## src/rtl/beep_generator.sv

```systemverilog
// Emits `count` beeps of a TONE_DIV square wave separated by OFF_CYCLES of silence.
// Define BEEP_QUEUE_EN to add a one-deep pending request slot honoured at sequence end.
module beep_generator #(
    parameter int unsigned TONE_DIV   = 25000,
    parameter int unsigned ON_CYCLES  = 10000000,
    parameter int unsigned OFF_CYCLES = 10000000
) (
    input  logic       clk,
    input  logic       rst,
    input  logic       start,
    input  logic [2:0] count,
    output logic       buzz,
    output logic       busy,
    output logic       done
);

    typedef enum logic [1:0] {
        IDLE,
        ON,
        OFF
    } state_t;

    localparam logic [31:0] TONE_LAST = TONE_DIV - 1;
    localparam logic [31:0] ON_LAST   = ON_CYCLES - 1;
    localparam logic [31:0] OFF_LAST  = OFF_CYCLES - 1;

    state_t      state;
    state_t      state_next;
    logic [2:0]  beeps_left;
    logic [2:0]  beeps_left_next;
    logic [31:0] dur_cnt;
    logic [31:0] dur_cnt_next;
    logic [31:0] tone_cnt;
    logic [31:0] tone_cnt_next;
    logic        tone_phase;
    logic        tone_phase_next;
    logic        done_r;
    logic        done_next;

    // launch/launch_count say whether IDLE starts a sequence this cycle and with how many beeps
    logic        launch;
    logic [2:0]  launch_count;

`ifdef BEEP_QUEUE_EN
    logic        pend_valid;
    logic        pend_valid_next;
    logic [2:0]  pend_count;
    logic [2:0]  pend_count_next;

    always_ff @(posedge clk) begin
        if (rst) begin
            pend_valid <= 1'b0;
            pend_count <= 3'd0;
        end else begin
            pend_valid <= pend_valid_next;
            pend_count <= pend_count_next;
        end
    end

    // A queued request takes priority over an external start in the done cycle
    always_comb begin
        pend_valid_next = pend_valid;
        pend_count_next = pend_count;
        launch          = 1'b0;
        launch_count    = count;
        if (state == IDLE) begin
            if (done_r && pend_valid) begin
                launch          = 1'b1;
                launch_count    = pend_count;
                pend_valid_next = 1'b0;
            end else if (start && (count != 3'd0)) begin
                launch = 1'b1;
            end
        end else if (start && (count != 3'd0) && !pend_valid) begin
            pend_valid_next = 1'b1;
            pend_count_next = count;
        end
    end
`else
    always_comb begin
        launch       = (state == IDLE) && start && (count != 3'd0);
        launch_count = count;
    end
`endif

    always_ff @(posedge clk) begin
        if (rst) begin
            state      <= IDLE;
            beeps_left <= 3'd0;
            dur_cnt    <= 32'd0;
            tone_cnt   <= 32'd0;
            tone_phase <= 1'b0;
            done_r     <= 1'b0;
        end else begin
            state      <= state_next;
            beeps_left <= beeps_left_next;
            dur_cnt    <= dur_cnt_next;
            tone_cnt   <= tone_cnt_next;
            tone_phase <= tone_phase_next;
            done_r     <= done_next;
        end
    end

    always_comb begin
        state_next      = state;
        beeps_left_next = beeps_left;
        dur_cnt_next    = dur_cnt;
        tone_cnt_next   = tone_cnt;
        tone_phase_next = tone_phase;
        done_next       = 1'b0;
        case (state)
            IDLE: begin
                if (launch) begin
                    state_next      = ON;
                    beeps_left_next = launch_count;
                    dur_cnt_next    = 32'd0;
                    tone_cnt_next   = 32'd0;
                    tone_phase_next = 1'b1;
                end
            end
            ON: begin
                if (tone_cnt == TONE_LAST) begin
                    tone_cnt_next   = 32'd0;
                    tone_phase_next = ~tone_phase;
                end else begin
                    tone_cnt_next = tone_cnt + 32'd1;
                end
                // Last beep goes straight to IDLE so no trailing silence is added
                if (dur_cnt == ON_LAST) begin
                    dur_cnt_next    = 32'd0;
                    beeps_left_next = beeps_left - 3'd1;
                    if (beeps_left == 3'd1) begin
                        state_next = IDLE;
                        done_next  = 1'b1;
                    end else begin
                        state_next = OFF;
                    end
                end else begin
                    dur_cnt_next = dur_cnt + 32'd1;
                end
            end
            OFF: begin
                if (dur_cnt == OFF_LAST) begin
                    state_next      = ON;
                    dur_cnt_next    = 32'd0;
                    tone_cnt_next   = 32'd0;
                    tone_phase_next = 1'b1;
                end else begin
                    dur_cnt_next = dur_cnt + 32'd1;
                end
            end
            default: begin
                state_next = IDLE;
            end
        endcase
    end

    assign buzz = (state == ON) && tone_phase;
    assign busy = (state != IDLE);
    assign done = done_r;

endmodule

```

## config.mk

```make
export PLATFORM = sky130hd
export DESIGN_NAME = beep_generator
export DESIGN_NICKNAME = d
export VERILOG_FILES = /design/src/rtl/beep_generator.sv
export SDC_FILE = /design/constraint.sdc
export NUM_CORES = 1
export LEC_CHECK = 0
export ABC_AREA = 1
export BUFFER_PORTS_ARGS = -buffer_cell sky130_fd_sc_hd__buf_2
export CAP_MARGIN = 20
export CELL_PAD_IN_SITES_DETAIL_PLACEMENT = 0
export CELL_PAD_IN_SITES_GLOBAL_PLACEMENT = 2
export CORE_ASPECT_RATIO = 0.8
export CORE_MARGIN = 2
export CORE_UTILIZATION = 36
export CTS_BUF_LIST = sky130_fd_sc_hd__clkbuf_8 sky130_fd_sc_hd__clkbuf_16
export DETAILED_ROUTE_END_ITERATION = 10
export PLACE_DENSITY_LB_ADDON = 0.05
export SLEW_MARGIN = 25
export SYNTH_ARGS = -nofsm -noshare
export SYNTH_HDL_FRONTEND = slang
export SYNTH_SLANG_ARGS = --single-unit
export TNS_END_PERCENT = 100
```

## constraint.sdc

```tcl
create_clock -name clk -period 3.1 [get_ports clk]
set_input_delay 0.465 -clock clk [delete_from_list [all_inputs] [get_ports clk]]
set_output_delay 0.465 -clock clk [all_outputs]
set_load 0.005 [all_outputs]
```

Word level (Yosys, flattened, before mapping). Cells that the tools add are included.

Mux-type cells: 19. Equality and inequality tests: 9. Add/sub/neg operators: 3. Bitwise gates (word level): 3. Reductions and logical operators: 16.

Operators with widths (count): 32-bit two-way mux (4); 32-bit case mux with 3 select lines (1); 32-bit by 1-bit adder with 32-bit output, second input constant (2); 32-bit case mux with 2 select lines (1); 32-bit by 15-bit == test with 1-bit output, second input constant (1); 32-bit by 24-bit == test with 1-bit output, second input constant (1); 3-bit AND reduction (3); 2-bit two-way mux (4); 2-bit != test, second input constant (4); 3-bit two-way mux (2); 2-bit case mux with 3 select lines (1); 3-bit case mux with 2 select lines (1); 2-bit nonzero test (3); 3-bit nonzero test (2); 1-bit two-way mux (4); 4-bit AND reduction (1); 3-bit by 1-bit == test with 1-bit output, second input constant (1); 1-bit logical AND (3); 1-bit inverter (3); 1-bit case mux with 3 select lines (1); 3-bit OR reduction (1); 3-bit by 1-bit subtractor with 3-bit output, second input constant (1); 2-bit by 1-bit == test with 1-bit output, second input constant (1); 2-bit == test, second input constant (1); 3 further kinds (3).

Flip-flop bits (word level): 71. Output and inout bits: 3. Word-level logic and storage cells: 56. Input port bits: 6.

Logic depth before layout (Yosys ltp). Gate-level depths: netlist of run 1.

Depth after elaboration: 5. Mapped depth: 12. Gate-level depth less buffers: 12.

Least setup slack after synthesis of run 1. Ideal clock, no wire load.

Kind: reg2reg. Start: register state[0]. End: register dur_cnt[8]. Period minus slack after synthesis: 1769 ps. Path buffers: 3. Slack: 1331 ps. Stages on the path, launching flop included: 10. Setup time: 78 ps. Data required time: 3022 ps. Arrival time: 1691 ps. Cell sequence: dfxtp_1 > inv_1 > ha_1 > clkbuf_1 > nand2_1 > nand2_1 > buf_2 > buf_2 > a31oi_1 > nor3_1.

Longest elaborated chain between the ends: 5. Elaborated cells on any way between the ends: 10. Those cells by class: eq/ne (3); mux (1); reduce/logical (6).

Ends and longest elaborated chain: start, declared (RTL line 27) `state_t state;`; start signal, assigned (RTL line 95) `state <= state_next;`; 2-bit logical NOT (RTL line 81, 111); 1-bit logical AND (2 in series) (RTL line 81) `launch = (state == IDLE) && start && (count != 3'd0);`; 2-bit != test (no line); 2-bit AND reduction (no line); end signal, assigned (RTL line 97) `dur_cnt <= dur_cnt_next;`; end, declared (RTL line 31) `logic [31:0] dur_cnt;`.

Several ways; a longest one is shown, not always the timed one. A chain may end at the register's enable or synchronous reset.

Final worst setup path of run 1.
Start: register dur_cnt[0]. End: register tone_phase.

Longest elaborated chain between the ends: 3.

Ends and longest elaborated chain: 32-bit by 24-bit == test with 1-bit output (RTL line 143) `if (dur_cnt == OFF_LAST) begin`; 2-bit != test (no line); 4-bit AND reduction (no line); end signal, assigned (RTL line 99) `tone_phase <= tone_phase_next;`; end, declared (RTL line 35) `logic tone_phase;`.

No other way between the ends.

==> results.cfg, run 1 <==
[cts]
cts_made_buffers = 9
cts_setup_buffers = 0
cts-root-buf = clkbuf_16
ctsHoldBuffers = 0
post_cts_resized = 0
clkLatencyLatePin_ns = 0.35
htreeDepth = 3
cts_tree = built
clkTransAtPathRegs_ns = 0.06
clockBufferDepth = 2
cts.sinks = 71

[placement]
hpwl_um = 13600
io_buffer_count = 8
dpl.cell_count = 1135
gp_congestion = 0.926

[sta]
fmax_ghz = 0.412
fin_crit_ns = 2.42
final_hold_viol_count = 0
maxSlewViolCount = 0
relSlewSlack_pct = 51.3
worst_pin_slew_ns = 0.730
finalSetupTns_ns = 0
clock_skew_ns = 0.0123
setup_violations = 0
holdWs_ns = 0.461
finalCritPeriodShare_pct = 78.2
rsz0062_at_grt = false

[synthesis]
synthesis.nets = 971
syn_area_um2 = 5230
synth_cell_types = 31
ys_seq_area_share_pct = 27.2
syn_avg_cell_area_um2 = 5.47
synth_warnings = 0
synthCells = 956
ys_seq_elements = 71

[global_route]
grt_pass1_vias = 5201
gr-usage-all-layers_pct = 23.8
grt-ovfl-total = 0
antenna_found_initial = 0
grt_max_degree = 37
grt_pass1_wl_um = 28800

[power_and_ir_drop]
power-per-cell-area_nw_per_um2 = 607
p_comb_share_pct = 38.4
switching_share_pct = 43.6
internal_power_mw = 1.97
p_leak_nw = 2.15
power.switching_mw = 1.52
power_frac_seq_pct = 32.3
clockPowerShare_pct = 29.3
ir_worst_vdd_mv = 0.383

[floorplan]
dieArea_um2 = 15500
initial_core_util_pct = 36.7
placementRows = 39
die_x_um = 139
pin_count = 9
die_y_um = 112
coreArea_um2 = 14200

[finish]
multi_input_area_um2 = 3300
syn2layout_area_growth_pct = 10.1
layoutNonFillerInstCount = 1151
ff_latch_area_um2 = 1420
drive_gt1_share_pct = 6.41
finalNetCount = 977
nFillCells = 1624
final_util_pct = 40.4
diodes = 0

[routing]
antenna_left = 0
vias = 5788
drt_iter0_markers = 568
wire_per_inst_um = 15.4
drc_errors = 0
viasPerCell = 5.03
drt_pre_antenna_iters = 5
wl_um = 17700

[setup_path]
critPathTopFamily = simple AND/OR/NAND/NOR gates
critical_path_arrival_ns = 2.66
critical_path_class = reg -> reg
cp-startpoint = dur_cnt[0]
end_kind = flop
critPathMaxStageDelay_ns = 0.45
crit_cells = 10
crit_required_ns = 3.34
reg2reg_slack_ns = 0.68
r2r_cells = 10
cp_slowest_cell = nand2_2
path_common_cell = nand2_2
worstSetupEndpoint = tone_phase
cp_max_fo = 36
r2r-start = dur_cnt[0]
crit_chain = ha_1 > nand3_2 > inv_2 > nand3_2 > nor2_2 > nand2_2 > nand2_2 > nand2_2 > o21ai_0 > nor2_1
worstReg2RegEnd = tone_phase
worst-path-buf-inv = 1
start_kind = flop

[outcome]
outcome = finished, final reports clean

[worst_hold_path]
hp-class = reg -> reg

[flow_run]
drv_cap = 0
[metrics by stage]
step | setup slack, ns | total power, mW | instance area [um^2]
after detailed placement | 0.643 | 2.49 | 5470
after CTS | 0.629 | 3.53 | 5760
after global placement | 0.713 | 2.46 | 5470
final | 0.675 | 3.49 | 5760
after global routing | 0.373 | 3.77 | 5760
after floorplan | 1.33 | 2.10 | 5230
[flip-flops by register name, summed over array words and instances, names as in the netlist]
| register | cells |
|---|---|
| done | 1 |
| beeps_left | 3 |
| tone_phase | 1 |
| dur_cnt | 32 |
| state | 2 |
| tone_cnt | 32 |
[cell usage in the layout (no fill, tap or decap), types with 7 or more instances in the layout]
| cell | count |
|---|---|
| a21oi_2 | 7 |
| nor2_1 | 212 |
| o21ai_0 | 18 |
| clkbuf_16 | 9 |
| nand2_2 | 9 |
| a21oi_1 | 34 |
| nor3_1 | 12 |
| dfxtp_1 | 71 |
| ha_1 | 9 |
| inv_1 | 102 |
| buf_4 | 11 |
| nand2_1 | 342 |
| nand3_1 | 69 |
| buf_2 | 8 |
| nand4_1 | 17 |
[power groups by stage]
stage	clock network (mW)	registers [mW]	logic, mW
detailed placement	0	1.15	1.35
finish	1.02	1.13	1.34
global placement	0	1.14	1.32
CTS	1.05	1.13	1.35
floorplan	0	1.10	0.995
global route	1.09	1.14	1.54
[synth_stat cells, drive strengths merged]
cell type    n  area (um^2)
nand2      351         1340
nor2       215          825
inv        106          398
nand3       72          375
dfxtp       71         1420
a21oi       42          248
o21ai       18         90.1
nand4       17          106
clkbuf      13         48.8
nor3        12         60.1
buf         11         60.1
ha           9          113
o211ai       4         30.0
o21bai       3         22.5
xnor2        3         26.3
nor4         2         12.5
xor2         2         17.5
a221oi       1         8.76
a31oi        1         6.26
clkinv       1         3.75
nand3b       1         7.51
nor3b        1         7.51
[logic make-up (layout without fill, tap and decap cells)]
kind of cell / count (synthesis) / count (layout) / synth area share (%)
xor gates and xnor gates: 5 / 5 / 0.838
adders and majority gates: 9 / 9 / 2.15
DFF: 71 / 71 / 27.2
AOI/OAI and AO/OA: 69 / 69 / 7.76
buffers and inverters: 131 / 142 / 9.77
and+or+nand+nor: 671 / 671 / 52.3
[tightest hold or removal path, stage by stage, from the launching register on]
cell     delay, ns
dfxtp_1       0.31
nand2_1       0.06
a21oi_1       0.05
[worst min path at each step]
stage	start	endpoint	slack [ns]	cells after the start
final	beeps_left[1]	beeps_left[1]	0.46	2
after global routing	beeps_left[1]	beeps_left[1]	0.50	2
after CTS	beeps_left[1]	beeps_left[1]	0.47	2
after detailed placement	beeps_left[1]	beeps_left[1]	0.46	2
after global placement	beeps_left[1]	beeps_left[1]	0.45	2
after floorplan	beeps_left[1]	beeps_left[1]	0.44	2
[area by class of cell]
class | count | share of cell area [%]
flip-flops and latches | 71 | 24.7
clock inverters | 6 | 0.783
inverters | 107 | 6.98
multi-input cells | 754 | 57.3
well taps | 184 | 4.00
clock buffers | 10 | 4.15
repair buffers | 19 | 2.13
[metal layers]
metal  up-vias  global-route usage [%]  wire [um]
li1       2990                       -          -
met5         -                       0          0
met3        11                    4.82       1320
met4         0                    5.93        167
met1      2620                    39.6       9960
met2       167                    29.8       6260
Note: power is estimated with default switching activity, not from simulation.
==> run 2: changes to the inputs <==
--- a/config.mk
+++ b/config.mk
@@ -12,7 +12,7 @@
 export CELL_PAD_IN_SITES_GLOBAL_PLACEMENT = 2
 export CORE_ASPECT_RATIO = 0.8
 export CORE_MARGIN = 2
-export CORE_UTILIZATION = 36
+export CORE_UTILIZATION = 30
 export CTS_BUF_LIST = sky130_fd_sc_hd__clkbuf_8 sky130_fd_sc_hd__clkbuf_16
 export DETAILED_ROUTE_END_ITERATION = 10
 export PLACE_DENSITY_LB_ADDON = 0.05
==> constraint.sdc (replaced) <==
create_clock -name clk -period 1.97 [get_ports clk]
set_input_delay 0.2955 -clock clk [delete_from_list [all_inputs] [get_ports clk]]
set_output_delay 0.2955 -clock clk [all_outputs]
set_load 0.005 [all_outputs]
==> results.cfg, run 2 (same netlist as run 1, synthesis figures left out) <==
[outcome]
outcome = finished, final reports clean

[global_route]
grt-ovfl-total = 0
grt_pass1_vias = 5326
grt_max_degree = 32
gr-usage-all-layers_pct = 22.2
antenna_found_initial = 0
grt_pass1_wl_um = 30600

[finish]
syn2layout_area_growth_pct = 17.8
diodes = 0
final_util_pct = 35.8
finalNetCount = 1014
nFillCells = 2006
fin_area_um2 = 6160
final_cell_mix = nand2_1, nor2_1, inv_1
drive_gt1_share_pct = 11.2
largest_registers = dur_cnt x32, tone_cnt x32, beeps_left x3
final_common_cell = nand2_1

[placement]
hpwl_um = 15100
dpl_cell_area_um2 = 5800
dp_slack_ns = 0.0147
gp_congestion = 0.941
io_buffer_count = 8

[sta]
finalSetupTns_ns = 0
fmax_ghz = 0.547
clock_skew_ns = 0.00737
final_hold_viol_count = 0
fin_ws_ns = 0.141
setup_violations = 0
maxSlewViolCount = 0
worst_pin_slew_ns = 0.523
fin_crit_ns = 1.83
finalCritPeriodShare_pct = 92.8
relSlewSlack_pct = 64.8

[power_and_ir_drop]
power-per-cell-area_nw_per_um2 = 974
finalPower_mw = 6.00
p_leak_nw = 2.37
ir_worst_vdd_mv = 0.687
power.switching_mw = 2.55
switching_share_pct = 42.5
internal_power_mw = 3.45
clockPowerShare_pct = 28.3
power_frac_seq_pct = 29.3
p_comb_share_pct = 42.4

[routing]
wire_per_inst_um = 16.1
drt_iter0_markers = 386
drc_errors = 0
top_layer = met4
wl_met2_um = 6810
wl_met3_um = 1150
viasPerCell = 4.81
drt-met1-wl_um = 11500
wl_um = 19700
drt_pre_antenna_iters = 5
antenna_left = 0
vias = 5910

[worst_hold_path]
hp-class = in -> reg

[floorplan]
placementRows = 43
pin_count = 9
die_x_um = 152
dieArea_um2 = 18500
coreArea_um2 = 17200
initial_core_util_pct = 30.4
die_y_um = 122

[cts]
clockBufferDepth = 2
cts.sinks = 71
clkTransAtPathRegs_ns = 0.06
cts-root-buf = clkbuf_16
cts_made_buffers = 9
clkLatencyLatePin_ns = 0.35
htreeDepth = 3
cts_tree = built
ctsHoldBuffers = 0

[setup_path]
critical_path_arrival_ns = 2.08
cp_max_fo = 6
start_kind = flop
critical_path_class = reg -> reg
crit_required_ns = 2.22
end_kind = flop

[flow_run]
drv_cap = 0
-- run 2: worst paths after layout --
check,slack [ns],depth (start not counted),endpoint,start
worst max-delay path,0.14,12,tone_cnt[16],tone_cnt[0]
worst min-delay path,0.35,5,beeps_left[2],count[2]
worst max register to register,0.14,12,tone_cnt[16],tone_cnt[0]
worst min register to register,0.47,2,beeps_left[1],beeps_left[1]
-- run 2: final cells by class --
cell class                 count  area [um^2]  share of cell area, %
inverter                     107          402                   6.52
timing repair buffer          56          437                   7.09
tap                          225          282                   4.57
multi-input combinational    754         3320                   53.9
sequential                    71         1430                   23.2
clock inverter                 6         52.6                  0.853
clock buffer                  10          239                   3.88
-- run 2: critical path, stage by stage, from the launching register on --
cell     delay, ns
dfxtp_2       0.36
ha_2          0.21
nand2_2       0.10
nor2_4        0.23
nand2_1       0.11
inv_1         0.15
nand2_1       0.10
nor2_1        0.16
nand2_1       0.07
nand3_1       0.07
nand2_1       0.06
nand2_1       0.06
nor2_1        0.03
-- run 2: layer usage --
metal,up-vias,GRT usage [%]
met1,2700,37.2
met3,22,5.02
met5,-,0
met4,0,5.27
li1,3059,-
met2,129,27.0
-- run 2: power by group through the flow --
stage	sequential [mW]	clock, mW	combinational (mW)
2_1_floorplan	1.74	0	1.57
3_3_place_gp	1.78	0	2.46
3_5_place_dp	1.78	0	2.48
4_1_cts	1.75	1.75	2.49
5_1_grt	1.79	1.80	2.83
6_report	1.76	1.69	2.54
-- run 2: metrics by stage --
stage                     instances  hold slack [ns]
after floorplan                 956            0.440
after CTS                      1226            0.338
after global routing           1229            0.401
final                          1229            0.345
after detailed placement       1210            0.461
after global placement         1210            0.455
-- run 2: what timing repair did --
| action | in CTS | in global routing |
|---|---|---|
| buffers inserted | 0 | 3 |
| resized for setup | 0 | 19 |
| endpoints found under the hold margin | 0 | 0 |
| setup endpoints to repair | 0 | 60 |
